## src/rtl/quad_demod_accum.sv

```systemverilog
// Square-wave quadrature demodulator: mixes each ADC sample by +/-1 sin/cos reference
// signs and accumulates I/Q over PERIODS reference periods. Optional macro: QDA_OFFSET_BINARY_EN.
module quad_demod_accum #(
  parameter int DATA_W    = 12,
  parameter int THRESHOLD = 39,
  parameter int PERIODS   = 16,
  parameter int ACC_W     = 24
) (
  input  logic                    CLK,
  input  logic                    RST,
  input  logic                    EN,
  input  logic [DATA_W-1:0]       ADC_DATA,
  input  logic [7:0]              SIN_COUNTER,
  input  logic [7:0]              COS_COUNTER,
  input  logic                    PHASE_START,
  output logic signed [ACC_W-1:0] I_OUT,
  output logic signed [ACC_W-1:0] Q_OUT,
  output logic                    OUT_VALID,
  input  logic                    OUT_READY,
  output logic                    OVERRUN
);

  localparam int             PC_W     = (PERIODS > 1) ? $clog2(PERIODS) : 1;
  localparam logic [PC_W-1:0] PC_LAST = PC_W'(PERIODS - 1);
  localparam logic [7:0]     HALF_IDX = 8'((THRESHOLD + 1) / 2);

  typedef enum logic {IDLE, ACCUM} state_t;

  state_t                  state;
  logic signed [ACC_W-1:0] acc_i;
  logic signed [ACC_W-1:0] acc_q;
  logic [PC_W-1:0]         period_cnt;

  logic [DATA_W-1:0]       sample;
  logic signed [ACC_W-1:0] sample_ext;
  logic signed [ACC_W-1:0] mix_i;
  logic signed [ACC_W-1:0] mix_q;
  logic                    dump;
  logic                    handshake;

`ifdef QDA_OFFSET_BINARY_EN
  // Offset binary to two's complement: flip the MSB.
  assign sample = {~ADC_DATA[DATA_W-1], ADC_DATA[DATA_W-2:0]};
`else
  assign sample = ADC_DATA;
`endif

  assign sample_ext = {{(ACC_W - DATA_W){sample[DATA_W-1]}}, sample};
  assign mix_i      = (SIN_COUNTER < HALF_IDX) ? sample_ext : -sample_ext;
  assign mix_q      = (COS_COUNTER < HALF_IDX) ? sample_ext : -sample_ext;

  assign dump      = (state == ACCUM) && EN && PHASE_START && (period_cnt == PC_LAST);
  assign handshake = OUT_VALID && OUT_READY;

  always_ff @(posedge CLK or negedge RST) begin
    if (!RST) begin
      state      <= IDLE;
      acc_i      <= '0;
      acc_q      <= '0;
      period_cnt <= '0;
    end else begin
      case (state)
        IDLE: begin
          acc_i      <= '0;
          acc_q      <= '0;
          period_cnt <= '0;
          if (EN && PHASE_START) begin
            state <= ACCUM;
            acc_i <= mix_i;
            acc_q <= mix_q;
          end
        end
        ACCUM: begin
          if (!EN) begin
            state      <= IDLE;
            acc_i      <= '0;
            acc_q      <= '0;
            period_cnt <= '0;
          end else if (dump) begin
            // The terminal sample opens the next window, so no sample is lost.
            acc_i      <= mix_i;
            acc_q      <= mix_q;
            period_cnt <= '0;
          end else begin
            acc_i <= acc_i + mix_i;
            acc_q <= acc_q + mix_q;
            if (PHASE_START) period_cnt <= period_cnt + PC_W'(1);
          end
        end
        default: state <= IDLE;
      endcase
    end
  end

  always_ff @(posedge CLK or negedge RST) begin
    if (!RST) begin
      I_OUT     <= '0;
      Q_OUT     <= '0;
      OUT_VALID <= 1'b0;
      OVERRUN   <= 1'b0;
    end else if (dump) begin
      // A handshake on the dump edge frees the slot for the new result.
      if (!OUT_VALID || handshake) begin
        I_OUT     <= acc_i;
        Q_OUT     <= acc_q;
        OUT_VALID <= 1'b1;
      end else begin
        OVERRUN <= 1'b1;
      end
    end else if (handshake) begin
      OUT_VALID <= 1'b0;
    end
  end

endmodule

```

## config.mk

```make
export PLATFORM = sky130hd
export DESIGN_NAME = quad_demod_accum
export DESIGN_NICKNAME = d
export VERILOG_FILES = /design/src/rtl/quad_demod_accum.sv
export SDC_FILE = /design/constraint.sdc
export NUM_CORES = 1
export LEC_CHECK = 0
export CORE_MARGIN = 4
export CORE_UTILIZATION = 45
export DETAILED_ROUTE_END_ITERATION = 8
export PLACE_DENSITY = 0.67
export SLEW_MARGIN = 10
export SYNTH_ARGS = -nofsm -noshare
export SYNTH_HDL_FRONTEND = slang
export SYNTH_SLANG_ARGS = --single-unit
```

## constraint.sdc

```tcl
create_clock -name CLK -period 3.58 [get_ports CLK]
set_input_delay 0.358 -clock CLK [delete_from_list [all_inputs] [get_ports CLK]]
set_output_delay 0.358 -clock CLK [all_outputs]
set_load 0.02 [all_outputs]
```

==> out/results.tsv <==
metric	value	unit
ys_ff_latch	103	
ioPinCount	83	
synth_area	6600	um2
path_class	in2reg	
hold_path_class	in2async	
worst_setup_path_end_kind	register	
rows	44	
die_w	129	um
vias_per_cell	5.40	
setup-tns-final	0	ns
cts-htree-levels	3	
use_met1	30.4	%
peakVddDrop	0.000251	V
core_area	14500	um2
track_usage	22.5	%
antennaDiodeCount	0	
antenna_found_initial	0	
cts_tree	done	
clk_pin_slew_worst_paths	0.07	ns
arrival	3.78	ns
area.growth.synth_to_final	44.0	%
synth_cell_type_count	58	
hold_viol_final	0	
slowest_delay	0.43	ns
reg2reg_slack	0.70	ns
io_buffer_count	78	
die_y	129	um
grt_start_max_net_pins	54	
yosysTopAreaCell	dfrtp_1	
routed_wl	18500	um
wl_per_cell	16.8	um
ys.warnings.count	0	
die_area	16700	um2
slowest_stage	clkdlybuf4s50_1	
synthCells	672	
worstSetupPathDepth	16	
clock-sinks	103	
use_met3	3.54	%
synth-async-reset-ratio	100	%
status	complete, no violations	
drt_iter0_drc	353	
cts_buffer_depth	2	
dp_hpwl	14000	um
p_per_area	383	nW/um2
globalRoute.totalOverflow	0	
cpMostUsedCell	o21a_1	
synthFlopType	dfrtp_1	
timing.critical_path.from	COS_COUNTER[6]	
top_usage_layer	met2	
root_buffer	clkbuf_16	
cp.required	3.82	ns
rsz0062_at_grt	true	
worst-path-buf-inv	2	
insertion_delay	0.35	ns
grt_pass1_vias	6109	
timing.fmax	283	MHz
tightest_slew	0.713	ns
reg2regPathDepth	10	
holdBufCountCts	0	
place_congestion	0.893	
drive_gt1_share	33.1	%
r2r_start	acc_q[1]$_DFF_PN0_	
skew	0.00581	ns
avgSynthCellArea	9.83	um2
drtAntennaViolNets	0	
critPathMaxFanout	4	
synth_top_area_share	39.0	%
remaining_drc_errors	0	
setup_viol_count_final	0	
power.total	3.64	mW
post-route-period-util	98.8	%
syn-num-nets	763	
firstDrtPassIters	5	
start_util	45.6	%
path_delay_family	compound AO/OA/AOI/OAI gates	
crit_path_cell_trace	clkdlybuf4s50_1 -> nor3_2 -> and2_4 -> buf_6 -> nor2_4 -> xor2_4 -> ha_4 -> o21a_1 -> o21a_1 -> a41o_2 -> a2111oi_4 -> o311a_4 -> o21ai_2 -> a21o_1 -> xor2_1 -> a22o_1	
max_cap_viol_count	0	
nets	1001	
leakagePower	4.80	nW
slew_viol_final	0	
cp-start-kind	input pin	
vias	5935	
finalCriticalPeriod	3.54	ns
cts_buffers	9	
grt_pass1_wl	30100	um
ys_seq_area_share	39.0	%
maxSlewHeadroom	52.3	%
use_met2	37.6	%
synth_edf_count	0	
worstReg2RegEnd	acc_q[17]$_DFF_PN0_	
synth_area_leaders	dfrtp_1, ha_1, mux2_2	
## kinds of logic after synthesis
group,Yosys count,synth area share [%]
xor gates and xnor gates,61,8.09
and+or+nand+nor,156,10.7
AOI/OAI and AO/OA,200,19.3
adders and majority gates,58,11.2
buffers and inverters,42,2.82
DFF,103,39.0
muxes,52,8.79
## routing by layer
| layer | vias to the layer above | share of wire [%] |
|---|---|---|
| met4 | 0 | 2.0 |
| met2 | 139 | 49 |
| met3 | 34 | 3.9 |
| met1 | 2868 | 45 |
| li1 | 2894 | - |
| met5 | - | 0 |
## timing repair
item,CTS,global route
setup buffers,4,10
endpoints found under the setup margin,17,20
pin swaps,13,37
gates resized for setup,18,71
## state kept, by name (all words and copies together), names as in the netlist
signal and flops:
acc_q 24, period_cnt 4, Q_OUT 24, OUT_VALID 1, I_OUT 24, OVERRUN 1
acc_i 24, state 1
## Yosys cell counts (all sizes together), types with 8 or more instances
| master | instances |
|---|---|
| nor3 | 8 |
| nand3 | 11 |
| o211ai | 8 |
| inv | 20 |
| o21ai | 64 |
| a21oi | 52 |
| a21o | 25 |
| clkbuf | 14 |
| xor2 | 35 |
| xnor2 | 26 |
| mux2 | 48 |
| nor2 | 34 |
| or3 | 9 |
| buf | 8 |
| ha | 56 |
| dfrtp | 103 |
| nand2 | 69 |
## worst max path at each step
| stage | end | slack [ns] |
|---|---|---|
| final | acc_q[17]$_DFF_PN0_ | 0.04 |
| after global routing | acc_q[23]$_DFF_PN0_ | -0.11 |
| after CTS | acc_i[23]$_DFF_PN0_ | 0.007 |
| after detailed placement | acc_i[23]$_DFF_PN0_ | -0.62 |
| after global placement | acc_i[23]$_DFF_PN0_ | -0.54 |
| after floorplan | acc_i[23]$_DFF_PN0_ | 0.02 |
## metrics by stage
| step | instance area, um2 | hold slack, ns | setup slack [ns] | cells | util (%) |
|---|---|---|---|---|---|
| CTS | 9110 | 0.0517 | 0.00705 | 1089 | 63.0 |
| global placement | 8690 | 0.426 | -0.540 | 1069 | 60.0 |
| detailed placement | 8690 | 0.437 | -0.617 | 1069 | 60.0 |
| global route | 9510 | 0.0819 | -0.106 | 1099 | 65.7 |
| floorplan | 6600 | 0.0624 | 0.0229 | 672 | - |
| finish | 9510 | 0.0238 | 0.0444 | 1099 | 65.7 |
## area by class of cell
type / instances / area (um2)
clock buffer: 9 / 225
tap: 184 / 230
fill: 1140 / 4970
clock inverter: 7 / 97.6
inverter: 20 / 75.1
sequential: 103 / 2580
multi-input combinational: 527 / 4210
timing repair buffer: 249 / 2090
## placed cells by master (no fill, tap or decap), drive strengths merged, types with 4 or more instances in the layout
master	n
a211oi	5
a21o	25
a21oi	52
a22o	5
a31oi	5
and2	5
buf	172
clkbuf	9
clkdlybuf4s50	65
dfrtp	103
dlymetal6s2s	10
ha	56
inv	20
mux2	48
mux2i	4
nand2	69
nand3	11
nor2	34
nor2b	6
nor3	8
o211ai	8
o21a	4
o21ai	64
o21bai	4
or3	9
xnor2	26
xor2	35
## power breakdown
| part | switching (mW) | internal (mW) | total (mW) |
|---|---|---|---|
| combinational | 0.616 | 0.660 | 1.28 |
| clock | 0.467 | 0.615 | 1.08 |
| sequential | 0.0583 | 1.23 | 1.29 |
No activity file was read; power rests on OpenSTA's default activity.
